## src/rtl/multiword_adder_sequencer.sv

```systemverilog
// Word-serial wide adder/subtractor: one 16-bit ripple-carry adder is reused for every word,
// least-significant word first, with the inter-word carry held in a register.
module multiword_adder_sequencer #(
    parameter int unsigned WORDS = 4,
    localparam int unsigned WIDTH = 16 * WORDS
) (
    input  logic             clk,
    input  logic             rst,
    input  logic             start,
    input  logic             sub,
    input  logic             c_in,
    input  logic [WIDTH-1:0] a,
    input  logic [WIDTH-1:0] b,
    output logic             busy,
    output logic             done,
    output logic [WIDTH-1:0] sum,
    output logic             c_out,
    output logic             overflow
);

    localparam int unsigned IdxW = $clog2(WORDS);

    typedef enum logic [1:0] {StIdle, StRun, StFin} state_e;

    state_e           state_q;
    logic [IdxW-1:0]  idx_q;
    logic [WIDTH-1:0] a_q;
    logic [WIDTH-1:0] b_q;
    logic             carry_q;
    logic [WIDTH-1:0] sum_q;
    logic             busy_q;
    logic             done_q;
    logic             c_out_q;
    logic             overflow_q;

    logic [15:0] word_a;
    logic [15:0] word_b;
    logic [15:0] add_sum;
    logic        add_cy;
    logic        rc;
    logic        last_word;

    assign last_word = (idx_q == IdxW'(WORDS - 1));

    // Word select feeding the shared adder.
    always_comb begin
        word_a = '0;
        word_b = '0;
        for (int w = 0; w < WORDS; w++) begin
            if (idx_q == IdxW'(w)) begin
                word_a = a_q[16*w +: 16];
                word_b = b_q[16*w +: 16];
            end
        end
    end

    // The shared 16-bit ripple-carry adder.
    always_comb begin
        add_sum = '0;
        rc      = carry_q;
        for (int i = 0; i < 16; i++) begin
            add_sum[i] = word_a[i] ^ word_b[i] ^ rc;
            rc         = (word_a[i] & word_b[i]) | (rc & (word_a[i] ^ word_b[i]));
        end
        add_cy = rc;
    end

    always_ff @(posedge clk) begin
        if (rst) begin
            state_q    <= StIdle;
            idx_q      <= '0;
            a_q        <= '0;
            b_q        <= '0;
            carry_q    <= 1'b0;
            sum_q      <= '0;
            busy_q     <= 1'b0;
            done_q     <= 1'b0;
            c_out_q    <= 1'b0;
            overflow_q <= 1'b0;
        end else begin
            done_q <= 1'b0;
            case (state_q)
                StIdle, StFin: begin
                    if (start) begin
                        // Subtraction is a + ~b + 1; the inverted operand is stored.
                        state_q    <= StRun;
                        idx_q      <= '0;
                        a_q        <= a;
                        b_q        <= b ^ {WIDTH{sub}};
                        carry_q    <= sub | c_in;
                        busy_q     <= 1'b1;
                        c_out_q    <= 1'b0;
                        overflow_q <= 1'b0;
                    end else begin
                        state_q <= StIdle;
                    end
                end
                StRun: begin
                    for (int w = 0; w < WORDS; w++) begin
                        if (idx_q == IdxW'(w)) begin
                            sum_q[16*w +: 16] <= add_sum;
                        end
                    end
                    carry_q <= add_cy;
                    idx_q   <= idx_q + 1'b1;
                    if (last_word) begin
                        state_q    <= StFin;
                        busy_q     <= 1'b0;
                        done_q     <= 1'b1;
                        c_out_q    <= add_cy;
                        overflow_q <= (a_q[WIDTH-1] == b_q[WIDTH-1]) &&
                                      (add_sum[15] != a_q[WIDTH-1]);
                    end
                end
                default: begin
                    state_q <= StIdle;
                    busy_q  <= 1'b0;
                end
            endcase
        end
    end

    assign busy     = busy_q;
    assign done     = done_q;
    assign sum      = sum_q;
    assign c_out    = c_out_q;
    assign overflow = overflow_q;

endmodule

```

## config.mk

```make
export PLATFORM = sky130hd
export DESIGN_NAME = multiword_adder_sequencer
export DESIGN_NICKNAME = d
export VERILOG_FILES = /design/src/rtl/multiword_adder_sequencer.sv
export SDC_FILE = /design/constraint.sdc
export NUM_CORES = 1
export LEC_CHECK = 0
export ABC_CLOCK_PERIOD_IN_PS = 12090
export CORE_MARGIN = 4
export CORE_UTILIZATION = 51
export DETAILED_ROUTE_END_ITERATION = 12
export PLACE_DENSITY_LB_ADDON = 0.05
export SYNTH_ARGS = -nofsm -noshare
export SYNTH_HDL_FRONTEND = slang
export SYNTH_SLANG_ARGS = --single-unit
export TNS_END_PERCENT = 5
```

## constraint.sdc

```tcl
create_clock -name clk -period 12.09 [get_ports clk]
set_clock_uncertainty 0.05 [all_clocks]
set_input_delay 2.418 -clock clk [delete_from_list [all_inputs] [get_ports clk]]
set_output_delay 2.418 -clock clk [all_outputs]
set_load 0.02 [all_outputs]
```

# == Word-level counts from Yosys, hierarchy flattened ==
# Cells that the tools add are included.
# totals
regBits,201
in_bits,133
# op_classes
n_addsub,1
eq_ne,9
n_mux,24
bitwise_logic,83
n_reduce_logical,14
# ops
cell,n
two-way mux 16 bit,8
bitwise XOR 64 bit,1
AND 1 bit,32
bitwise XOR 1 bit,32
bitwise OR 1 bit,17
AND reduction 2 bit,7
two-way mux 1 bit,8
case mux 1 bit (2 select lines),4
case mux 2 bit (2 select lines),2
"equality test 2 bit, second input constant",3
"equality test 2 x 1 -> 1 bit, second input constant",2
logical NOT 2 bit,2
two-way mux 2 bit,2
"inequality test 2 bit, second input constant",2
OR reduction 2 bit,2
AND reduction 3 bit,1
"adder 2 x 1 -> 2 bit, second input constant",1
nonzero test 2 bit,1
equality test 1 bit,1
logical AND 1 bit,1
inequality test 1 bit,1
inverter 1 bit,1

# == Longest topological paths before layout ==
# Gate-level depths: netlist of run 1.
# depth
word_depth,41
mapped_depth,26
mapped_depth_nobuf,24

# == Worst setup path before layout of run 1 ==
# Ideal clock, no wire load.
# synth_timing
path_type,register -> register
start,register idx_q[0]
end,"register overflow_q, in the netlist overflow"
setup_ns,0.086
t_arrival_ns,8.639
required_time_ns,11.954
path_slack_ns,3.316
path_stages_with_launch,27
n_path_buf,2
period_less_slack_ns,8.774
path_cell_list,dfxtp_1 inv_1 ha_1 clkbuf_1 clkbuf_1 nand2_1 o21ai_0 a22oi_1 fa_1 fa_1 fa_1 fa_1 fa_1 fa_1 fa_1 fa_1 fa_1 fa_1 fa_1 fa_1 fa_1 fa_1 inv_1 fa_1 fa_1 nand3b_1 a211oi_1
# synth_between
elab_chain_len,41
elab_cells_between_ends,80
# synth_lines
item,line_no,source
from (decl),26,logic [IdxW-1:0] idx_q;
from (signal assigned),105,idx_q <= idx_q + 1'b1;
logical NOT 2 bit,50,if (idx_q == IdxW'(w)) begin
two-way mux 16 bit (4 in a row),50,
bitwise XOR 1 bit,63,rc = (word_a[i] & word_b[i]) | (rc & (word_a[i] ^ word_b[i]));
AND 1 bit,63,
bitwise OR 1 bit,63,
AND 1 bit,63,
bitwise OR 1 bit,63,
AND 1 bit,63,
(+23 left out),--,
AND 1 bit,63,
bitwise OR 1 bit,63,
bitwise XOR 1 bit (*),62,add_sum[i] = word_a[i] ^ word_b[i] ^ rc;
net add_sum[15],38,logic [15:0] add_sum;
inequality test 1 bit (*),112,(add_sum[15] != a_q[WIDTH-1]);
logical AND 1 bit (*),111,overflow_q <= (a_q[WIDTH-1] == b_q[WIDTH-1]) &&
two-way mux 1 bit (*),106,if (last_word) begin
case mux 1 bit (2 select lines) (*),82,case (state_q)
to (signal assigned),111,
to (decl),34,logic overflow_q;
# The timed path passes the listed nets; every way through them passes the cells marked *. The select of a mux whose other input is x is not followed.
# A chain may end at the register's enable or synchronous reset.

# == Worst setup path after layout of run 1 ==
# layout_timing
start,register idx_q[0]
end,"register overflow_q, in the netlist overflow"
# layout_between
elab_cells_between_ends,80
# layout_lines
item,line_no,source
equality test 2 bit (*),43,assign last_word = (idx_q == IdxW'(WORDS - 1));
net last_word,41,logic last_word;
two-way mux 16 bit,50,
bitwise XOR 1 bit,63,
AND 1 bit,63,
bitwise OR 1 bit,63,
AND 1 bit,63,
bitwise OR 1 bit,63,
(+24 left out),--,
AND 1 bit,63,
bitwise OR 1 bit,63,
bitwise XOR 1 bit (*),62,
net add_sum[15],38,
inequality test 1 bit (*),112,
logical AND 1 bit (*),111,
two-way mux 1 bit (*),106,
case mux 1 bit (2 select lines) (*),82,
# Marks and branches as above.

==> reports/summary.txt, run 1 <==
Register bit total from synthesis: 201
Wire per inst: 16.7 um
Crit-path max cell delay: 0.61 ns
Clk Tree Root Cell: clkbuf_16
DR DRC count: 0
CP startpoint kind: flop
PortBufs: 200
Worst path required time: 12.45 ns
CTS tree: yes
Worst path top cell family by delay: adder cells
Final hold viol count: 0
Post-route ant nets: 0
Fmax: 106 MHz
Initial antenna violation count: 0
Mapped cell area: 0.00902 mm2
Worst skew pair latency: 0.49 ns
Hold_sp: a_q[43]
Syn Inst Count: 1,067
Cts repair resizes: 0
Final Max Slew Viols: 0
Worst R2R Start: idx_q[0]
Die Ht: 141 um
Slowest CP cell: ha_2
Asr flop ratio synth: 0%
Synth Area per Inst: 8.46 um2
Fin Setup TNS: 0 ns
Fin util: 66.8%
Pin count of the biggest net entering global routing: 131
Area of the multi-input gates: 0.00435 mm2
FF-to-FF setup slack: 2.69 ns
Synthesized Nets: 1,220
Pwr Density: 146 mW/mm2
DR pass1 iterations: 6
CP endpoint kind: flop
Overflow after GRT: 0
Hold path cells: 2
Clock slew at reported path FFs: 0.06 ns
Max clock buf depth: 3
Synth top cells by count: dfxtp_1, nand2_1, a21oi_1
RSZ-0062 raised after global routing: no
Main area contributors after synthesis: dfxtp_1, a211oi_1, a21oi_1
Initial Utilization: 52.2%
DP HPWL: 16,800 um
Critical path class: flop to flop
N_diodes: 0
Cell variety after synth: 32
DIE AREA: 0.0199 mm2
Arr. time, crit path: 9.76 ns
Max Cap Violations: 0
Yosys Warn Count: 0
Number of synthesized flops with an enable pin: 0
I/O pin count: 201
All-Layer GR Usage: 22.9%
Critical-path maximum fanout: 36
Worst Tran Pin Value: 1.17 ns
Clock sink count: 201
CP most frequent cell: fa_1
Die X: 141 um
Top_reg_cell synth: dfxtp_1
Sequential cell area: 0.00402 mm2
Iteration-0 DRC Markers: 569
Routed wire length: 23,900 um
Total number of vias: 7,654
CTS Hold Buffers Added: 0
H-tree depth: 1
Global placement routability congestion: 0.870
Top-area cell type share of the netlist area: 44.6%
Pleak: 3.96 nW
Layout cell share with drive strength beyond 1: 4.62%
CTS Buf Count: 21
Post-CTS Setup Repair Bufs: 0
Cells on worst reg2reg path: 22
Area delta synth->final: 27.9%
Max IR drop VDD: 0.0998 mV
Post-synth top area cell: dfxtp_1
Final setup vio count: 0
CP Buf/Inv Count: 2
CP cell instances: ha_2 -> buf_4 -> a22oi_1 -> fa_1 -> fa_1 -> fa_1 -> fa_1 -> fa_1 -> fa_1 -> fa_1 -> fa_1 -> fa_1 -> fa_1 -> fa_1 -> fa_1 -> fa_1 -> fa_1 -> inv_1 -> fa_1 -> fa_1 -> nand3b_1 -> a211oi_1
Hold path endpoint: a_q[43]
Nets: 1,350
Outcome: finished, final reports clean
Fin crit period: 9.40 ns
Max-slew headroom: 22.2%
Core Area: 0.0173 mm2
Hold Crit Class: flop to flop
Core Rows: 48
Vias per std cell: 5.33
Register area share after synthesis: 44.6%
Most common cell in the netlist: dfxtp_1
Vias in the first global route: 6,854
Final period utilization: 77.8%
FILL cells: 1,508
R2R Path End: overflow
First-pass GRT wire length: 36,800 um
tightest hold or removal path, stage by stage (launching register included):
cell and delay (ns):
dfxtp_1 0.31, nand2_1 0.05, a21oi_1 0.05
cell families after synthesis:
kind of cell | after synthesis | share of synthesized area (%)
flops | 201 | 44.6
fa+ha+maj | 20 | 4.10
simple gates | 315 | 13.8
compound gates | 325 | 22.9
mux | 7 | 0.790
buf+inv | 134 | 7.50
xor+xnor | 65 | 6.31
through the flow:
step	total power, mW	setup WS (ns)	instances	hold slack (ns)	cell area, um2
after global routing	1.76	2.23	1436	0.420	11500
after floorplan	0.914	3.32	1067	0.386	9020
final	1.69	2.69	1436	0.403	11500
after CTS	1.70	2.68	1436	0.407	11500
after detailed placement	1.03	2.69	1399	0.399	10800
after global placement	1.03	2.81	1399	0.395	10800
registers in the layout, indices dropped and copies added (netlist names):
register  flops
done          1
a_q          64
overflow      1
c_out         1
carry_q       1
busy          1
state_q       2
b_q          64
idx_q         2
sum          64
power by group:
group | switching (mW) | internal [mW] | total [mW]
sequential | 0.0253 | 0.705 | 0.730
clock | 0.256 | 0.415 | 0.671
combinational | 0.163 | 0.125 | 0.289
placed cells by master, fill, tap and decap left out, drive strengths merged, types with 28 or more instances in the layout:
master / count
a211oi: 121
a21oi: 136
a22oi: 28
clkbuf: 31
clkdlybuf4s50: 198
dfxtp: 201
inv: 37
nand2: 165
nor2: 133
o21ai: 33
xnor2: 49
layer usage:
metal  part of all wire [%]  routed length (um)  GRT usage [%]
met1                     45               10800           32.8
met5                      0                   0              0
met4                    1.8                 432           5.05
met3                    6.6                1580           3.97
met2                     47               11100           36.5
worst max-delay path by stage:
stage,startpoint,end,slack [ns],depth (start not counted)
finish,idx_q[0],overflow,2.69,22
floorplan,idx_q[0],overflow,3.32,26
CTS,idx_q[0],overflow,2.68,23
global placement,idx_q[0],overflow,2.81,23
global route,idx_q[1],overflow,2.23,24
detailed placement,idx_q[0],overflow,2.69,23
cell type report:
class / instances / area share [%]
Clock inverter: 6 / 0.943
Tap cell: 225 / 2.44
Inverter: 36 / 1.17
Sequential cell: 201 / 34.8
Multi-Input combinational cell: 732 / 37.6
Clock buffer: 31 / 5.31
Timing Repair Buffer: 205 / 17.7
No activity file was read; power rests on OpenSTA's default activity.
==> inputs of run 2 (changes only) <==
ABC_CLOCK_PERIOD_IN_PS = 7600   (was 12090)
CORE_UTILIZATION = 46   (was 51)
clock period = 7.6 ns   (was 12.09 ns; I/O delays follow)
==> run 2 against run 1 <==
Final area is 2.5% higher. Die area increased by 10%. Flip-flop and latch count stayed put. Global-route usage shrank 1.6 points. Clock power up 52%. Final cell count rose by 3.2%. Routed wire length rose by 3.0%. Via count is 0.46% lower. Total power increased by 58%. Non-clock buffer count rose by 14. First-iteration DRC count fell by 6.3%. Largest cell class unchanged.
==> reports/summary.txt, run 2 (same netlist as run 1, synthesis figures left out) <==
CTS Hold Buffers Added: 0 (unchanged)
Pin count of the biggest net entering global routing: 119 (was 131)
Cells on worst reg2reg path: 25 (was 22)
Clock slew at reported path FFs: 0.06 ns (about the same)
Area delta synth->final: 31.1% (was 27.9%)
Clk Tree Root Cell: clkbuf_16 (unchanged)
CP endpoint kind: flop (unchanged)
Iteration-0 DRC Markers: 533 (was 569)
Total number of vias: 7,619 (was 7,654)
Hold path cells: 2 (unchanged)
CP Buf/Inv Count: 4 (was 2)
Critical path class: flop to flop (unchanged)
Vias in the first global route: 7,031 (was 6,854)
All-Layer GR Usage: 21.3% (was 22.9%)
Clock sink count: 201 (unchanged)
Hold path endpoint: a_q[37] (was a_q[43])
DR DRC count: 0 (unchanged)
Core Area: 0.0190 mm2 (was 0.0173 mm2)
Critical-path maximum fanout: 6 (was 36)
Metal-1 WL: 11,400 um (was 10,800 um)
Wire per inst: 16.6 um (was 16.7 um)
Max-slew headroom: 23.2% (was 22.2%)
Pleak: 4.04 nW (was 3.96 nW)
CTS tree: yes (unchanged)
Die Ht: 148 um (was 141 um)
H-tree depth: 1 (unchanged)
Post-route non-filler standard cell count: 1,482 (was 1,436)
Highest routed metal layer: met4 (unchanged)
Worst path required time: 7.88 ns (was 12.45 ns)
Fmax: 135 MHz (was 106 MHz)
Arr. time, crit path: 7.71 ns (was 9.76 ns)
Max clock buf depth: 3 (unchanged)
Nets: 1,364 (was 1,350)
DIE AREA: 0.0219 mm2 (was 0.0199 mm2)
Max IR drop VDD: 0.145 mV (was 0.0998 mV)
Worst path top cell family by delay: adder cells (unchanged)
N_diodes: 0 (unchanged)
Hold Crit Class: flop to flop (unchanged)
RSZ-0062 raised after global routing: yes (was no)
Initial antenna violation count: 0 (unchanged)
Slowest CP cell: fa_2 (was ha_2)
Global placement routability congestion: 0.794 (was 0.870)
Worst skew pair latency: 0.49 ns (about the same)
Worst R2R Start: idx_q[1] (was idx_q[0])
CP most frequent cell: fa_2 (was fa_1)
Commonest non-fill, non-tap cell in the layout: dfxtp_1 (unchanged)
DR WL met3: 1520 um (was 1580 um)
Routed wire length: 24,600 um (was 23,900 um)
Core Rows: 50 (was 48)
CP startpoint kind: flop (unchanged)
Crit-path max cell delay: 0.46 ns (was 0.61 ns)
Commonest cells after routing, fill and taps aside: dfxtp_1, clkdlybuf4s50_1, nand2_1 (unchanged)
PortBufs: 200 (unchanged)
CTS Buf Count: 21 (unchanged)
Final hold viol count: 0 (unchanged)
Post-route ant nets: 0 (unchanged)
Final setup vio count: 0 (unchanged)
Final period utilization: 97.7% (was 77.8%)
Outcome: finished, final reports clean (unchanged)
Inst Count DP: 1,444 (was 1,399)
Die X: 148 um (was 141 um)
Initial Utilization: 47.5% (was 52.2%)
FF-to-FF setup slack: 0.17 ns (was 2.69 ns)
First-pass GRT wire length: 37,800 um (was 36,800 um)
Worst Tran Pin Value: 1.15 ns (was 1.17 ns)
DR pass1 iterations: 5 (was 6)
Pwr Density: 225 mW/mm2 (was 146 mW/mm2)
Overflow after GRT: 0 (unchanged)
Placement Setup Slack: -0.122 ns (was 2.69 ns)
I/O pin count: 201 (unchanged)
DP HPWL: 17,300 um (was 16,800 um)
Vias per std cell: 5.14 (was 5.33)
Fin crit period: 7.43 ns (was 9.40 ns)
WL met2: 11,200 um (was 11,100 um)
Max Cap Violations: 0 (unchanged)
Layout cell share with drive strength beyond 1: 7.86% (was 4.62%)
Final Max Slew Viols: 0 (unchanged)
Final worst-path setup slack: 0.173 ns (was 2.69 ns)
R2R Path End: sum[31] (was overflow)
Hold_sp: a_q[37] (was a_q[43])
-- run 2: layout make-up --
class                   count  area [um2]
clock buffers              32         617
clock inverters             2        60.1
fillers                  1741        7190
inverters                  36         140
multi-input cells         732        4470
flip-flops and latches    201        4030
well taps                 260         325
repair buffers            219        2190
-- run 2: per-stage QoR --
| step | area [um2] | hold WS (ns) | power (mW) | setup TNS, ns | utilization, % |
|---|---|---|---|---|---|
| finish | 11800 | 0.405 | 2.67 | 0 | 62.2 |
| global route | 11800 | 0.423 | 2.78 | -0.120 | 62.2 |
| CTS | 11700 | 0.408 | 2.68 | 0 | 61.8 |
| detailed placement | 11000 | 0.399 | 1.66 | -0.216 | 57.8 |
| global placement | 11000 | 0.395 | 1.65 | -0.0180 | 57.8 |
| floorplan | 9080 | 0.386 | 1.46 | 0 | - |
-- run 2: worst reg2reg max path: cells and delay by family, from the launching register on --
kind | cells | cell delay (ns)
AND/OR/NAND/NOR | 1 | 0.06
adder cells (fa/ha/maj) | 17 | 6.06
flip-flops | 1 | 0.36
buffers and inverters | 4 | 0.40
multiplexers | 1 | 0.13
AO/OA/AOI/OAI | 2 | 0.20
-- run 2: worst max path at each step --
stage                         from       end  slack [ns]  cells past startpoint
after floorplan           idx_q[0]  overflow       0.009                     25
after global placement    idx_q[0]  overflow       -0.02                     24
after detailed placement  idx_q[0]  overflow       -0.12                     24
after CTS                 idx_q[0]  overflow        0.06                     23
after global routing      idx_q[1]  overflow       -0.05                     24
final                     idx_q[1]   sum[31]        0.17                     25
-- run 2: power by group --
| part | total [mW] | switching, mW | internal, mW |
|---|---|---|---|
| combinational | 0.486 | 0.268 | 0.219 |
| sequential | 1.16 | 0.0393 | 1.12 |
| clock | 1.02 | 0.398 | 0.621 |
-- run 2: what timing repair did --
item                                    4_1_cts  5_1_grt
gates resized for setup                      20       18
setup buffers                                 1        3
pin swaps                                    10       23
endpoints found under the setup margin        5        5
-- run 2: per-layer routing --
metal	vias to the layer above	global-route usage (%)
met2	237	33.6
met1	3450	31.0
met3	33	3.66
met5	-	0
met4	0	4.20
li1	3899	-
==> inputs of run 3 (changes only) <==
TNS_END_PERCENT = unset   (was 5)
==> results of run 3 <==
Same layout as run 2: the final DEF is identical, and so are final timing and power.
